$ cat src/rtl/acc_demo_table_loader.sv
// acc_demo_table_loader: streams (W, X) table entries into the acc_demo table
// RAM, commits the entry count, and hands the committed table to the main scan.
// Each accepted entry becomes a one-cycle write one clock after its handshake.
// Overflow, descending X, and load requests during a scan are recorded as a
// sticky two-bit error code.
module acc_demo_table_loader #(
    parameter int unsigned MAX_ENTRIES = 1024,
    parameter int unsigned ORDER_CHECK = 1
) (
    input  logic        clk_i,
    input  logic        rst_n_i,
    input  logic        load_start_i,
    input  logic        entry_valid_i,
    output logic        entry_ready_o,
    input  logic [31:0] entry_wencode_i,
    input  logic [31:0] entry_xencode_i,
    input  logic        entry_last_i,
    input  logic        scan_req_i,
    input  logic        scan_done_i,
    output logic        acc_demo_wren_o,
    output logic [15:0] acc_demo_addr_o,
    output logic [31:0] acc_demo_Wencode_o,
    output logic [31:0] acc_demo_Xencode_o,
    output logic [15:0] acc_demo_particle_cnt_o,
    output logic        main_scan_start_o,
    output logic        table_valid_o,
    output logic        busy_o,
    output logic [1:0]  load_err_o
);

    localparam int unsigned ADDR_W = 16;
    localparam int unsigned DATA_W = 32;
    localparam int unsigned X_W    = 18;
    localparam int unsigned ERR_W  = 2;

    localparam logic [ADDR_W-1:0] MAX_CNT  = ADDR_W'(MAX_ENTRIES);
    localparam bit                ORDER_EN = (ORDER_CHECK != 0);

    localparam logic [ERR_W-1:0] ERR_NONE  = 2'd0;
    localparam logic [ERR_W-1:0] ERR_OVFL  = 2'd1;
    localparam logic [ERR_W-1:0] ERR_ORDER = 2'd2;
    localparam logic [ERR_W-1:0] ERR_SCAN  = 2'd3;

    typedef enum logic [2:0] {
        ST_IDLE   = 3'd0,
        ST_LOAD   = 3'd1,
        ST_COMMIT = 3'd2,
        ST_SCAN   = 3'd3,
        ST_ERR    = 3'd4
    } state_t;

    state_t              state_q, state_d;
    logic [ADDR_W-1:0]   cnt_q, cnt_d;
    logic [X_W-1:0]      prev_x_q, prev_x_d;
    logic                ready_q, ready_d;
    logic                wren_q, wren_d;
    logic [ADDR_W-1:0]   addr_q, addr_d;
    logic [DATA_W-1:0]   wdata_q, wdata_d;
    logic [DATA_W-1:0]   xdata_q, xdata_d;
    logic [ADDR_W-1:0]   pcnt_q, pcnt_d;
    logic                scan_q, scan_d;
    logic                valid_q, valid_d;
    logic                busy_q, busy_d;
    logic [ERR_W-1:0]    err_q, err_d;

    logic                handshake;
    logic                begin_load;
    logic [X_W-1:0]      entry_x;

    assign handshake = entry_valid_i & ready_q;
    assign entry_x   = entry_xencode_i[X_W-1:0];

    // Next-state and next-output logic for the loader FSM
    always_comb begin
        state_d    = state_q;
        cnt_d      = cnt_q;
        prev_x_d   = prev_x_q;
        wren_d     = 1'b0;
        addr_d     = addr_q;
        wdata_d    = wdata_q;
        xdata_d    = xdata_q;
        pcnt_d     = pcnt_q;
        scan_d     = scan_q;
        valid_d    = valid_q;
        err_d      = err_q;
        begin_load = 1'b0;

        case (state_q)
            ST_IDLE: begin
                // A load request beats a same-cycle scan request
                if (load_start_i) begin
                    begin_load = 1'b1;
                end else if (scan_req_i && valid_q) begin
                    state_d = ST_SCAN;
                    scan_d  = 1'b1;
                end
            end

            ST_LOAD: begin
                if (load_start_i) begin
                    // Restart: any entry offered this cycle is discarded
                    begin_load = 1'b1;
                end else if (handshake) begin
                    if (cnt_q == MAX_CNT) begin
                        err_d   = ERR_OVFL;
                        state_d = ST_ERR;
                    end else if (ORDER_EN && (entry_x < prev_x_q)) begin
                        err_d   = ERR_ORDER;
                        state_d = ST_ERR;
                    end else begin
                        wren_d   = 1'b1;
                        addr_d   = cnt_q;
                        wdata_d  = entry_wencode_i;
                        xdata_d  = entry_xencode_i;
                        cnt_d    = cnt_q + ADDR_W'(1);
                        prev_x_d = entry_x;
                        if (entry_last_i) begin
                            state_d = ST_COMMIT;
                        end
                    end
                end
            end

            ST_COMMIT: begin
                // cnt_q already includes the final entry
                pcnt_d  = cnt_q;
                valid_d = 1'b1;
                state_d = ST_IDLE;
            end

            ST_SCAN: begin
                if (load_start_i) begin
                    err_d = ERR_SCAN;
                end
                if (scan_done_i) begin
                    scan_d  = 1'b0;
                    state_d = ST_IDLE;
                end
            end

            ST_ERR: begin
                valid_d = 1'b0;
                if (load_start_i) begin
                    begin_load = 1'b1;
                end
            end

            default: begin
                state_d = ST_IDLE;
                scan_d  = 1'b0;
            end
        endcase

        // Common entry actions for a fresh or restarted load
        if (begin_load) begin
            state_d  = ST_LOAD;
            cnt_d    = '0;
            prev_x_d = '0;
            valid_d  = 1'b0;
            err_d    = ERR_NONE;
        end

        ready_d = (state_d == ST_LOAD);
        busy_d  = (state_d != ST_IDLE);
    end

    // State and registered outputs, cleared asynchronously by reset
    always_ff @(posedge clk_i or negedge rst_n_i) begin
        if (!rst_n_i) begin
            state_q  <= ST_IDLE;
            cnt_q    <= '0;
            prev_x_q <= '0;
            ready_q  <= 1'b0;
            wren_q   <= 1'b0;
            addr_q   <= '0;
            wdata_q  <= '0;
            xdata_q  <= '0;
            pcnt_q   <= '0;
            scan_q   <= 1'b0;
            valid_q  <= 1'b0;
            busy_q   <= 1'b0;
            err_q    <= ERR_NONE;
        end else begin
            state_q  <= state_d;
            cnt_q    <= cnt_d;
            prev_x_q <= prev_x_d;
            ready_q  <= ready_d;
            wren_q   <= wren_d;
            addr_q   <= addr_d;
            wdata_q  <= wdata_d;
            xdata_q  <= xdata_d;
            pcnt_q   <= pcnt_d;
            scan_q   <= scan_d;
            valid_q  <= valid_d;
            busy_q   <= busy_d;
            err_q    <= err_d;
        end
    end

    assign entry_ready_o           = ready_q;
    assign acc_demo_wren_o         = wren_q;
    assign acc_demo_addr_o         = addr_q;
    assign acc_demo_Wencode_o      = wdata_q;
    assign acc_demo_Xencode_o      = xdata_q;
    assign acc_demo_particle_cnt_o = pcnt_q;
    assign main_scan_start_o       = scan_q;
    assign table_valid_o           = valid_q;
    assign busy_o                  = busy_q;
    assign load_err_o              = err_q;

endmodule

$ cat config.mk
export PLATFORM = sky130hd
export DESIGN_NAME = acc_demo_table_loader
export DESIGN_NICKNAME = d
export VERILOG_FILES = /design/src/rtl/acc_demo_table_loader.sv
export SDC_FILE = /design/constraint.sdc
export NUM_CORES = 1
export LEC_CHECK = 0
export ABC_CLOCK_PERIOD_IN_PS = 4600
export CAP_MARGIN = 15
export CORE_ASPECT_RATIO = 1.4
export CORE_UTILIZATION = 53
export CTS_CLUSTER_SIZE = 12
export DETAILED_ROUTE_END_ITERATION = 12
export MAX_ROUTING_LAYER = met4
export PLACE_DENSITY = 0.86
export SLEW_MARGIN = 30
export SYNTH_ARGS = -nofsm -noshare
export SYNTH_HDL_FRONTEND = slang
export SYNTH_SLANG_ARGS = --single-unit
$ cat constraint.sdc
create_clock -name clk_i -period 4.6 [get_ports clk_i]
set_clock_uncertainty 0.1 [all_clocks]
set_input_delay 0.92 -clock clk_i [delete_from_list [all_inputs] [get_ports clk_i]]
set_output_delay 0.92 -clock clk_i [all_outputs]
set_load 0.01 [all_outputs]
# == After elaboration in Yosys (flattened, before gate mapping) ==
# Index checks and enable logic that the tools add are counted.
# totals
ff_bits,140
output_inout_bits,103
# classes
add_sub_neg,1
magnitude_cmp,1
eq_ne,16
muxes,42
n_bitwise,5
n_reduce_logical,13
# op_table
cell,count
18-bit two-way mux,6
16-bit two-way mux,6
3-bit two-way mux,9
18-bit less-than comparator,1
"16-bit by 1-bit adder with 16-bit output, second input constant",1
"16-bit by 11-bit == test with 1-bit output, second input constant",1
5-bit AND reduction,3
2-bit two-way mux,6
3-bit one-hot mux with 4 select lines,1
1-bit two-way mux,11
"2-bit inequality test, second input constant",5
"3-bit inequality test, second input constant",3
3-bit nonzero test,3
"3-bit by 1-bit == test with 1-bit output, second input constant",2
"3-bit by 2-bit == test with 1-bit output, second input constant",2
3-bit OR reduction,2
"4-bit inequality test, second input constant",1
1-bit inverter,4
2-bit one-hot mux with 2 select lines,1
4-bit AND reduction,1
2-bit nonzero test,2
"3-bit == test, second input constant",1
3-bit logical NOT,1
1-bit one-hot mux with 3 select lines,1
4 further kinds,4

# == Logic depth before layout (Yosys ltp) ==
# depth
depth_word,8
mapped_depth,11
ltp_nobuf,9

# == Worst setup path before layout ==
# Ideal clock, no wire load.
# synth_timing
kind,input port to flip-flop
from,input entry_xencode_i[17]
to,"register wdata_q[0], in the netlist acc_demo_Wencode_o[0]"
setup_time_ns,0.125
arrival_ns,2.798
required_time_ns,4.375
setup_slack_ns,1.576
stages,10
path_buffers,3
cell_sequence,ha_1 > nand4_1 > nor2_1 > nand4_1 > o211a_1 > buf_6 > nor3_4 > buf_12 > buf_12 > mux2_4
# synth_via
elab_chain_len,3
# synth_rtl
element,line,rtl
"start, declared",16,"input logic [31:0] entry_xencode_i,"
18-bit less-than comparator,107,end else if (ORDER_EN && (entry_x < prev_x_q)) begin
1-bit inverter (no line),--,
5-bit AND reduction (no line),--,
"end signal, assigned",190,wdata_q <= wdata_d;
"end, declared",58,"logic [DATA_W-1:0] wdata_q, wdata_d;"
# No other way between the ends.
# A chain may end at the register's enable or synchronous reset.

# == Worst setup path after layout ==
# layout_timing
from,input entry_xencode_i[16]
to,"register wdata_q[13], in the netlist acc_demo_Wencode_o[13]"
# Same word-level chain as after synthesis.

==> summary.md <==
| Metric | Value |
|---|---|
| Outcome | `finished clean` |
| Die ar. | `between 0.01 and 0.015 mm²` |
| DR WL/cell | `around 19 µm` |
| Num CTS Buffers | `17` |
| DIE HEIGHT | `between 100 and 150 µm` |
| Setup TNS | `0 ns` |
| Die W | `between 90 and 100 µm` |
| CTS sink count | `between 100 and 150` |
| Initial core utilization | `0.549` |
| FF-to-FF Start | `prev_x_q[17]` |
| Worst Setup EP | `acc_demo_Wencode_o[13]` |
| Routed Antenna Nets | `0` |
| Syn Area/Cell | `roughly 14 µm²` |
| F_max | `around 270 MHz` |
| Synth Warn # | `0` |
| Initial DRC Count | `219` |
| Worst EP arrival | `3.84 ns` |
| Share of the yosys chip area belonging to registers | `0.538` |
| Tightest Pin Transition | `roughly 0.85 ns` |
| Row count | `between 40 and 50` |
| Input/output buffers | `around 170` |
| Share of Yosys cell area claimed by the top area cell type | `0.538` |
| DR vias/cell | `approximately 5.6` |
| Critical path startpoint | `entry_xencode_i[16]` |
| Clock tree buffer depth | `2` |
| Unrepaired setup endpoints after global routing | `no` |
| CP peak stage delay | `roughly 0.49 ns` |
| Drt pass-1 iters | `5` |
| Reg2reg end | `acc_demo_Wencode_o[13]` |
| CP Capture Type | `flip-flop` |
| Synth top area cells | `dfrtp_1 (54%), mux2_4 (18%), ha_1 (3.6%)` |
| Layout area overhead | `35.8%` |
| Syn nets | `roughly 560` |
| Hold Path Class | `flip-flop to flip-flop` |
| Clock insertion delay at the later pin of the skew report | `approximately 0.41 ns` |
| Pleak | `about 4 nW` |
| GPL Wtd Cong | `between 0.8 and 0.9` |
| Period utilisation layout | `0.793` |
| Max Cap Viol | `0` |
| Stages on the worst setup path | `10` |
| Crit path kind | `input port to flip-flop` |
| H-tree levels | `4` |
| Mapped Area | `about 0.0065 mm²` |
| Vias | `4,479` |
| Initial antenna violation count | `0` |
| Slew Limit Fails | `0` |
| Post-synthesis async set-or-reset flop share | `1.00` |
| Pre-CTS WS | `between 0.6 and 0.7 ns` |
| Synth cell count leaders | `dfrtp_1 (140), mux2_4 (80), inv_1 (22)` |
| Max stage delay cell, worst path | `clkdlybuf4s50_1` |
| Maximum VDD drop | `0.366 mV` |
| WHS | `0.399 ns` |
| Cell variety after synth | `between 40 and 50` |
| Drc violations | `0` |
| Worst Reg-to-Reg Cells | `10` |
| Diodes inserted | `0` |
| Most frequent cell after synthesis | `dfrtp_1` |
| CTS root buf | `clkbuf_16` |
| Worst path buffer plus inverter count | `3` |
| GRT Overall Usage | `0.255` |
| Post-synth EDFFs | `0` |
| Clk slew on worst S/H paths | `approximately 0.060 ns` |
| R2R setup slack | `1.57 ns` |
| Core Box Area | `0.0119 mm²` |
| Final #Nets | `732` |
| Critical path required time | `roughly 4.8 ns` |
| Ports | `~170` |
| Worst path cell trace | `clkdlybuf4s50_1 -> ha_1 -> nand4_1 -> nor2_1 -> nand4_1 -> o211a_1 -> nor3_4 -> buf_4 -> buf_12 -> mux2_4` |
| DP HPWL | `between 10,000 and 15,000 µm` |
| Yosys top cell by area | `dfrtp_1` |
| First-pass GRT wire length | `23,700 µm` |
| Total Routed Length | `around 15,000 µm` |
| CP Max Fanout | `38` |
| Vias in the first global route | `between 4k and 5k` |
| Gate count after technology mapping | `468` |
| Fin. Hold Viols | `0` |
| Flops & latches, synth | `between 100 and 150` |
| Worst path most repeated cell | `nand4_1` |
| Post_cts resized | `0` |
| Ys flop type | `dfrtp_1` |
| Largest net degree at the start of global routing | `around 120` |
| Worst relative slew slack | `0.434` |
| Share of cells above drive strength 1 | `0.206` |
| Cts hold-fix bufs | `0` |
| Pwr per Cell Area | `577 mW/mm²` |
| Post-CTS Setup Repair Bufs | `0` |
| Setup crit start kind | `input port` |
| Fin crit period | `roughly 3.6 ns` |
| CTS tree | `yes` |
| CP top delay family | `buffers and inverters` |
| Final worst slack | `between 0.9 and 1 ns` |
| Setup-failing EPs final | `0` |
| Gr ovfl total | `0` |
-- layout by cell type (no fill, tap or decap), types with 5 or more instances in the layout --
cell type        netlist  routed
nor3_1                 8       8
nand2_1               19      19
xnor2_1                6       6
nand3_1               12      12
nand4_1                7       7
ha_1                  19      19
mux2_4                80      80
inv_1                 22      22
o21ai_0               11      11
clkdlybuf4s50_1        0     172
mux2_2                16      16
nor4b_1                5       5
dfrtp_1              140     140
clkbuf_16              0      17
a21oi_1               17      17
nand2b_1               6       6
a22o_1                19      19
nor2_1                15      15
-- flip-flops by register name, summed over array words and instances, names as in the netlist --
| name | count |
|---|---|
| acc_demo_particle_cnt_o | 16 |
| acc_demo_addr_o | 16 |
| main_scan_start_o | 1 |
| prev_x_q | 18 |
| entry_ready_o | 1 |
| acc_demo_wren_o | 1 |
| cnt_q | 16 |
| busy_o | 1 |
| table_valid_o | 1 |
| state_q | 3 |
| acc_demo_Wencode_o | 32 |
| acc_demo_Xencode_o | 32 |
| load_err_o | 2 |
-- layer usage --
layer / up-vias / global-route usage / part of all wire
li1: 2029 / - / -
met1: 2264 / 0.284 / 0.39
met2: 158 / 0.429 / 0.53
met3: 28 / 0.0622 / 0.052
met4: 0 / 0.109 / 0.026
met5: - / - / 0
-- cells by family (layout without fill, tap and decap cells) --
logic type                 count (synthesis)  after routing  synth area share
DFF                                      140            140             0.538
AOI/OAI and AO/OA                         64             64            0.0693
muxes                                     98             98             0.215
and+or+nand+nor                           96             96            0.0805
buffers and inverters                     44            231            0.0516
xor gates and xnor gates                   7              7           0.00941
adders and majority gates                 19             19            0.0365
-- per-stage QoR --
step                      power, mW  instances  cell area [µm²]   util
final                          5.10        802             8850  0.745
after global routing           5.36        802             8850  0.745
after CTS                      5.15        802             8850  0.745
after detailed placement       3.72        770             8240  0.693
after global placement         3.63        770             8230  0.693
after floorplan                2.86        468             6520      -
-- power by group --
group          leakage [nW]  switching (mW)  internal [mW]
combinational          1.80           0.716           1.16
sequential             1.80           0.242           1.60
clock                 0.290           0.487          0.903
total                  3.89            1.45           3.66
-- worst reg2reg max path: cells and delay by family (launching register included) --
family | cells | cell delay (ns)
simple gates | 4 | 0.79
mux | 1 | 0.39
compound gates | 1 | 0.38
fa+ha+maj | 1 | 0.31
flops | 1 | 0.37
buf+inv | 3 | 0.60
-- final cells by class --
| class | instances | area, µm² |
|---|---|---|
| flip-flops and latches | 140 | 3500 |
| fillers | 746 | 3030 |
| multi-input cells | 284 | 2680 |
| repair buffers | 177 | 1790 |
| clock buffers | 20 | 437 |
| well taps | 147 | 184 |
| clock inverters | 12 | 171 |
| inverters | 22 | 82.6 |
-- worst min-delay path by stage --
stage	from	end	slack, ns	cells past startpoint
finish	prev_x_q[0]	prev_x_q[0]	0.40	1
floorplan	prev_x_q[10]	prev_x_q[10]	0.37	1
detailed placement	prev_x_q[15]	prev_x_q[15]	0.39	1
global placement	prev_x_q[3]	prev_x_q[3]	0.38	1
CTS	prev_x_q[0]	prev_x_q[0]	0.40	1
global route	prev_x_q[0]	prev_x_q[0]	0.41	1
No activity file was read; power rests on OpenSTA's default activity.
